==> src/rtl/cpu_pkg.sv <==
// Shared RV32I encodings and ALU operation codes, used by the operand stage and the ALU.
package cpu_pkg;

  localparam logic [3:0] ALU_AND  = 4'b0000;
  localparam logic [3:0] ALU_OR   = 4'b0001;
  localparam logic [3:0] ALU_ADD  = 4'b0010;
  localparam logic [3:0] ALU_SUB  = 4'b0110;
  localparam logic [3:0] ALU_SLT  = 4'b0111;
  localparam logic [3:0] ALU_SLL  = 4'b1000;
  localparam logic [3:0] ALU_SRL  = 4'b1001;
  localparam logic [3:0] ALU_XOR  = 4'b1010;
  localparam logic [3:0] ALU_SLTU = 4'b1111;

  localparam logic [6:0] OPC_OP     = 7'b0110011;
  localparam logic [6:0] OPC_OP_IMM = 7'b0010011;
  localparam logic [6:0] OPC_LOAD   = 7'b0000011;
  localparam logic [6:0] OPC_STORE  = 7'b0100011;
  localparam logic [6:0] OPC_LUI    = 7'b0110111;
  localparam logic [6:0] OPC_AUIPC  = 7'b0010111;
  localparam logic [6:0] OPC_JAL    = 7'b1101111;
  localparam logic [6:0] OPC_JALR   = 7'b1100111;
  localparam logic [6:0] OPC_BRANCH = 7'b1100011;

  localparam logic [2:0] F3_ADD  = 3'b000;
  localparam logic [2:0] F3_SLL  = 3'b001;
  localparam logic [2:0] F3_SLT  = 3'b010;
  localparam logic [2:0] F3_SLTU = 3'b011;
  localparam logic [2:0] F3_XOR  = 3'b100;
  localparam logic [2:0] F3_SRL  = 3'b101;
  localparam logic [2:0] F3_OR   = 3'b110;
  localparam logic [2:0] F3_AND  = 3'b111;

  localparam logic [2:0] F3_BEQ  = 3'b000;
  localparam logic [2:0] F3_BNE  = 3'b001;
  localparam logic [2:0] F3_BLT  = 3'b100;
  localparam logic [2:0] F3_BGE  = 3'b101;
  localparam logic [2:0] F3_BLTU = 3'b110;
  localparam logic [2:0] F3_BGEU = 3'b111;

  typedef enum logic [1:0] {SRC_A_RS1, SRC_A_PC, SRC_A_ZERO} src_a_e;
  typedef enum logic [1:0] {SRC_B_RS2, SRC_B_IMM, SRC_B_FOUR} src_b_e;

  typedef struct packed {
    logic [3:0] alu_op;
    src_a_e     src_a;
    src_b_e     src_b;
    logic       illegal;
    logic       wb;
    logic       branch;
    logic       jal;
    logic       jalr;
  } dec_t;

  typedef struct packed {
    logic [6:0]  opcode;
    logic [2:0]  funct3;
    logic        funct7b5;
    logic [31:0] rs1;
    logic [31:0] rs2;
    logic [31:0] imm;
    logic [31:0] pc;
    logic [4:0]  rd;
  } s1_t;

  // Register/immediate arithmetic; 'sub' only matters for funct3 000.
  function automatic logic [3:0] arith_op(input logic [2:0] f3, input logic sub);
    case (f3)
      F3_ADD:  arith_op = sub ? ALU_SUB : ALU_ADD;
      F3_SLL:  arith_op = ALU_SLL;
      F3_SLT:  arith_op = ALU_SLT;
      F3_SLTU: arith_op = ALU_SLTU;
      F3_XOR:  arith_op = ALU_XOR;
      F3_SRL:  arith_op = ALU_SRL;
      F3_OR:   arith_op = ALU_OR;
      default: arith_op = ALU_AND;
    endcase
  endfunction

endpackage

==> src/rtl/alu_op_decode.sv <==
// Combinational decode of opcode/funct3/funct7b5 into ALU op, operand selects and class flags.
module alu_op_decode
  import cpu_pkg::*;
(
  input  logic [6:0] opcode,
  input  logic [2:0] funct3,
  input  logic       funct7b5,
  output dec_t       dec
);

  always_comb begin
    dec         = '0;
    dec.alu_op  = ALU_ADD;
    dec.src_a   = SRC_A_RS1;
    dec.src_b   = SRC_B_IMM;
    case (opcode)
      OPC_OP: begin
        dec.src_b   = SRC_B_RS2;
        dec.alu_op  = arith_op(funct3, funct7b5);
        dec.wb      = 1'b1;
        dec.illegal = (funct3 == F3_SRL) && funct7b5;
      end
      OPC_OP_IMM: begin
        dec.alu_op  = arith_op(funct3, 1'b0);
        dec.wb      = 1'b1;
        dec.illegal = (funct3 == F3_SRL) && funct7b5;
      end
      OPC_LOAD:  dec.wb = 1'b1;
      OPC_STORE: dec.wb = 1'b0;
      OPC_LUI: begin
        dec.src_a = SRC_A_ZERO;
        dec.wb    = 1'b1;
      end
      OPC_AUIPC: begin
        dec.src_a = SRC_A_PC;
        dec.wb    = 1'b1;
      end
      OPC_JAL, OPC_JALR: begin
        dec.src_a = SRC_A_PC;
        dec.src_b = SRC_B_FOUR;
        dec.wb    = 1'b1;
        dec.jal   = (opcode == OPC_JAL);
        dec.jalr  = (opcode == OPC_JALR);
      end
      OPC_BRANCH: begin
        dec.src_b  = SRC_B_RS2;
        dec.branch = 1'b1;
        case (funct3)
          F3_BEQ, F3_BNE:   dec.alu_op = ALU_SUB;
          F3_BLT, F3_BGE:   dec.alu_op = ALU_SLT;
          F3_BLTU, F3_BGEU: dec.alu_op = ALU_SLTU;
          default:          dec.illegal = 1'b1;
        endcase
      end
      default: dec.illegal = 1'b1;
    endcase
    // Illegal instructions must never write back or redirect.
    if (dec.illegal) begin
      dec.wb     = 1'b0;
      dec.branch = 1'b0;
      dec.jal    = 1'b0;
      dec.jalr   = 1'b0;
    end
  end

endmodule

==> src/rtl/alu_operand_stage.sv <==
// Two-stage operand/result pipeline around an external ALU: S1 holds operands, S2 holds writeback payload.
module alu_operand_stage
  import cpu_pkg::*;
#(
  parameter int XLEN = 32
) (
  input  logic            clk,
  input  logic            resetn,
  input  logic            flush,
  input  logic            in_valid,
  output logic            in_ready,
  input  logic [6:0]      in_opcode,
  input  logic [2:0]      in_funct3,
  input  logic            in_funct7b5,
  input  logic [XLEN-1:0] in_rs1,
  input  logic [XLEN-1:0] in_rs2,
  input  logic [XLEN-1:0] in_imm,
  input  logic [XLEN-1:0] in_pc,
  input  logic [4:0]      in_rd,
  output logic [XLEN-1:0] alu_src_a,
  output logic [XLEN-1:0] alu_src_b,
  output logic [3:0]      alu_op,
  input  logic [XLEN-1:0] alu_result,
  input  logic            alu_zero,
  output logic            out_valid,
  input  logic            out_ready,
  output logic [XLEN-1:0] out_result,
  output logic [4:0]      out_rd,
  output logic            out_wb_en,
  output logic            out_br_taken,
  output logic [XLEN-1:0] out_br_target,
  output logic            out_illegal
);

  logic        s1_valid, s2_valid;
  logic        s1_adv, in_fire;
  s1_t         s1;
  dec_t        dec;
  logic        cond, taken, wb_en;
  logic [31:0] tgt_base, tgt_sum, target;

  assign s1_adv   = s1_valid && (!s2_valid || out_ready);
  assign in_ready = !s1_valid || s1_adv;
  assign in_fire  = in_valid && in_ready;

  always_ff @(posedge clk or negedge resetn) begin
    if (!resetn) begin
      s1_valid <= 1'b0;
      s1       <= '0;
    end else begin
      if (flush)        s1_valid <= 1'b0;
      else if (in_fire) s1_valid <= 1'b1;
      else if (s1_adv)  s1_valid <= 1'b0;
      if (in_fire)
        s1 <= '{opcode: in_opcode, funct3: in_funct3, funct7b5: in_funct7b5,
                rs1: in_rs1, rs2: in_rs2, imm: in_imm, pc: in_pc, rd: in_rd};
    end
  end

  alu_op_decode u_dec (
    .opcode   (s1.opcode),
    .funct3   (s1.funct3),
    .funct7b5 (s1.funct7b5),
    .dec      (dec)
  );

  // An empty S1 presents a harmless 0+0 ADD to the ALU.
  always_comb begin
    alu_op    = ALU_ADD;
    alu_src_a = '0;
    alu_src_b = '0;
    if (s1_valid) begin
      alu_op = dec.alu_op;
      case (dec.src_a)
        SRC_A_PC:   alu_src_a = s1.pc;
        SRC_A_ZERO: alu_src_a = '0;
        default:    alu_src_a = s1.rs1;
      endcase
      case (dec.src_b)
        SRC_B_RS2:  alu_src_b = s1.rs2;
        SRC_B_FOUR: alu_src_b = 32'd4;
        default:    alu_src_b = s1.imm;
      endcase
    end
  end

  always_comb begin
    case (s1.funct3)
      F3_BEQ:           cond = alu_zero;
      F3_BNE:           cond = !alu_zero;
      F3_BLT, F3_BLTU:  cond = alu_result[0];
      F3_BGE, F3_BGEU:  cond = !alu_result[0];
      default:          cond = 1'b0;
    endcase
  end

  assign taken    = dec.branch ? cond : (dec.jal || dec.jalr);
  assign wb_en    = dec.wb && (s1.rd != 5'd0);
  assign tgt_base = dec.jalr ? s1.rs1 : s1.pc;
  assign tgt_sum  = tgt_base + s1.imm;
  assign target   = {tgt_sum[31:1], tgt_sum[0] & ~dec.jalr};

  // Payload only moves on s1_adv, so it holds while the consumer stalls.
  always_ff @(posedge clk or negedge resetn) begin
    if (!resetn) begin
      s2_valid      <= 1'b0;
      out_result    <= '0;
      out_rd        <= '0;
      out_wb_en     <= 1'b0;
      out_br_taken  <= 1'b0;
      out_br_target <= '0;
      out_illegal   <= 1'b0;
    end else begin
      if (flush)          s2_valid <= 1'b0;
      else if (s1_adv)    s2_valid <= 1'b1;
      else if (out_ready) s2_valid <= 1'b0;
      if (s1_adv && !flush) begin
        out_result    <= alu_result;
        out_rd        <= s1.rd;
        out_wb_en     <= wb_en;
        out_br_taken  <= taken;
        out_br_target <= target;
        out_illegal   <= dec.illegal;
      end
    end
  end

  assign out_valid = s2_valid;

endmodule
==> config.mk <==
export PLATFORM = sky130hd
export DESIGN_NAME = alu_operand_stage
export DESIGN_NICKNAME = d
export VERILOG_FILES = /design/src/rtl/cpu_pkg.sv /design/src/rtl/alu_op_decode.sv /design/src/rtl/alu_operand_stage.sv
export SDC_FILE = /design/constraint.sdc
export NUM_CORES = 1
export LEC_CHECK = 0
export CORE_ASPECT_RATIO = 0.5
export CORE_MARGIN = 2
export CORE_UTILIZATION = 49
export CTS_CLUSTER_SIZE = 30
export DETAILED_ROUTE_END_ITERATION = 12
export GPL_ROUTABILITY_DRIVEN = 0
export PLACE_DENSITY = 0.89
export SYNTH_ARGS = -nofsm -noshare
export SYNTH_HDL_FRONTEND = slang
export SYNTH_SLANG_ARGS = --single-unit
==> constraint.sdc <==
create_clock -name clk -period 5.5 [get_ports clk]
set_input_delay 1.1 -clock clk [delete_from_list [all_inputs] [get_ports clk]]
set_output_delay 1.1 -clock clk [all_outputs]
set_load 0.01 [all_outputs]
==> impl_metrics.json <==
{
  "antenna_found_initial": 1,
  "vias": 9834,
  "start_kind": "register",
  "coreArea_um2": 22890,
  "holdPathStages": 2,
  "fin_crit_sh_pct": 86.01,
  "grt_first_pass_wirelength_um": 54660,
  "reg2reg_from": "s1[142]$_DFFE_PN0P_",
  "critical_path.startpoint": "s1[142]$_DFFE_PN0P_",
  "nets": 1645,
  "synthCells": 1137,
  "io_pins": 324,
  "synth_ff_type": "dfrtp_1",
  "tightestPinTransition_ns": 1.071,
  "fill_cells": 1625,
  "grt_usage_pct": 28.38,
  "cap_violations": 0,
  "worstPathArrival_ns": 3.63,
  "drc": 0,
  "cts_num_sinks": 218,
  "path_clk_slew_ns": 0.06,
  "max_freq_ghz": 0.2114,
  "ys_warn_count": 0,
  "combinationalPowerShare_pct": 29.3,
  "yosys.area.top_type": "dfrtp_1",
  "dieArea_um2": 24660,
  "synth_edf_count": 0,
  "multi_input_area_um2": 5718,
  "overflow": 0,
  "syn_nets": 1353,
  "synth-seq-cells": 218,
  "detail_route.wl_per_cell_um": 19.95,
  "yosysUniqueCellTypes": 63,
  "cts-htree-levels": 1,
  "crit_fanout": 64,
  "p_int_uw": 3484,
  "drv_slew": 0,
  "firstDrtPassIters": 7,
  "endpoint_kind": "output pin",
  "p_sw_uw": 1526,
  "rsz0062_at_grt": "false",
  "async_flop_share_pct": 100.0,
  "hold_violations": 0,
  "finClkSkew_ns": 0.009995,
  "postSynthAreaPerCell_um2": 10.06,
  "routed_wl_um": 34930,
  "holdCritPathClass": "register to register",
  "drive_above_1_share_pct": 16.63,
  "finalSetupTns_ns": 0,
  "floorplan.rows": 39,
  "die_h_um": 112.1,
  "cts-buffers-inserted": 21,
  "use_met1_pct": 35.75,
  "grt_max_degree": 131,
  "register_area_um2": 5456,
  "cp-endpoint": "alu_src_a[13]",
  "cts_root_buf": "clkbuf_16",
  "ant_nets": 0,
  "whs_ns": 0.4752,
  "peakVddDrop_uv": 214.5,
  "status": "complete, no violations",
  "r2r_end": "out_br_target[29]$_DFFE_PN0P_",
  "finalSetupViolations": 0,
  "met2_usage_pct": 48.09,
  "leakagePower_uw": 0.006653,
  "cts_resized": 0,
  "cts_max_path_buffers": 3,
  "met3_usage_pct": 4.607,
  "period_needed_ns": 4.730,
  "die_x_um": 220.1,
  "p_seq_share_pct": 40.9,
  "post_cts_buffers": 0,
  "start_util_pct": 49.99,
  "r2r_slack_ns": 1.04,
  "synth_top_area_share_pct": 47.68,
  "synth_area_leaders": "dfrtp_1 (48%), mux2_2 (17%), nand2_1 (8.9%), ha_1 (3.6%), o21ai_0 (3.1%)",
  "dpl.hpwl_um": 25140,
  "critPathRequiredTime_ns": 4.40,
  "cts_tree": "done",
  "ys_seq_area_share_pct": 47.68,
  "slew_headroom_pct": 28.58,
  "postCtsHoldBufs": 0,
  "powerDensity_nw_per_um2": 320.9,
  "grt_busiest_layer": "met2",
  "setup.worst_path.class": "register to output pin",
  "swShare_pct": 30.46,
  "clock_power_share_pct": 29.8,
  "drt_iter0_markers": 704,
  "r2r_cells": 15,
  "io_buffers": 323,
  "grt_pass1_vias": 10180,
  "synth_area_um2": 11440,
  "clock_latency_ns": 0.52,
  "viasPerCell": 5.616,
  "syn_to_final_growth_pct": 36.45
}
cells by family (layout without fill, tap and decap cells):
group,after synthesis,count (layout),synth area share [%]
DFF,218,218,47.68
and+or+nand+nor,404,404,15.31
other,0,1,0
adders and majority gates,34,34,3.784
AOI/OAI and AO/OA,200,200,11.03
xor gates and xnor gates,29,29,2.220
muxes,177,177,17.40
buffers and inverters,75,381,2.570
metrics by stage:
stage | setup WS [ns] | area [um2] | power, uW | utilization, % | cells
3_3_place_gp | 1.334 | 14930 | 3468 | 65.22 | 1713
6_report | 0.7697 | 15610 | 5010 | 68.21 | 1751
5_1_grt | 0.4042 | 15610 | 5253 | 68.21 | 1751
3_5_place_dp | 1.093 | 14930 | 3527 | 65.22 | 1713
2_1_floorplan | 1.617 | 11440 | 2783 | - | 1137
4_1_cts | 0.8032 | 15610 | 5025 | 68.20 | 1750
worst min path at each step:
stage / slack, ns / end / startpoint
6_report: 0.48 / out_result[7]$_DFFE_PN0P_ / out_result[7]$_DFFE_PN0P_
5_1_grt: 0.49 / out_result[21]$_DFFE_PN0P_ / out_result[21]$_DFFE_PN0P_
4_1_cts: 0.48 / out_rd[4]$_DFFE_PN0P_ / out_rd[4]$_DFFE_PN0P_
3_5_place_dp: 0.46 / out_rd[2]$_DFFE_PN0P_ / out_rd[2]$_DFFE_PN0P_
3_3_place_gp: 0.46 / out_result[22]$_DFFE_PN0P_ / out_result[22]$_DFFE_PN0P_
2_1_floorplan: 0.45 / out_rd[4]$_DFFE_PN0P_ / s1[4]$_DFFE_PN0P_
metal layers:
layer | vias to the layer above | part of all wire, %
met1 | 4818 | 41
met4 | 0 | 5.4
li1 | 4501 | -
met3 | 135 | 5.4
met2 | 380 | 48
met5 | - | 0
cell usage after synthesis, types with 2 or more instances:
cell type,n
a311oi_1,2
nor3_1,7
a21boi_1,11
nor2b_1,6
xnor2_1,10
o31ai_1,4
and2_1,34
nand3_1,28
buf_1,2
mux2_2,175
a21o_1,13
a211oi_1,6
nor3b_1,2
buf_2,9
and3_1,2
nand4_1,6
nand2_1,272
clkbuf_1,52
o21a_1,3
nand2b_1,5
nor4_1,3
xor2_1,19
o21ai_2,2
a31oi_1,2
a22o_1,2
o21ai_1,15
nor2_1,29
inv_1,9
o211ai_1,3
dfrtp_1,218
a21boi_0,14
ha_1,33
a22oi_1,2
or2_2,2
a21oi_1,37
mux2i_1,2
o21ai_0,70
cell type report:
cell class                 instances  share of cell area, %
multi-input combinational        844                  36.63
sequential                       218                  34.95
timing repair buffer             333                  21.30
clock buffer                      31                  3.863
tap                              307                  2.461
clock inverter                     6                 0.5129
inverter                          11                 0.2645
antenna                            1                0.01603
critical path, cell delays in order, from the launching register on:
cell and delay [ns]:
dfrtp_1 0.50, inv_2 0.09, nor3b_1 0.31, nand4_1 0.18
o21ai_0 0.14, ha_2 0.91, o21ai_0 0.28, and2_1 0.23
clkdlybuf4s50_1 0.47
state kept, by name, indices dropped and copies added (netlist names):
register       cells
s1               144
out_br_target     32
out_result        32
out_rd             5
out_br_taken       1
out_illegal        1
out_valid          1
out_wb_en          1
s1_valid           1
power by group through the flow:
stage | Sequential, uW | Clock, uW | Combinational, uW
global route | 2070 | 1580 | 1600
detailed placement | 2070 | 0 | 1460
CTS | 2050 | 1510 | 1470
global placement | 2060 | 0 | 1410
floorplan | 2070 | 0 | 709
finish | 2050 | 1490 | 1470
placed cells by master (no fill, tap or decap), types with 19 or more instances in the layout:
master	count
xor2_1	19
dfrtp_1	217
and2_1	34
nand3_1	28
clkbuf_16	21
ha_1	32
o21ai_0	70
mux2_2	175
a21oi_1	36
nor2_1	29
nand2_1	271
clkdlybuf4s50_1	322
No activity file was read; power rests on OpenSTA's default activity.
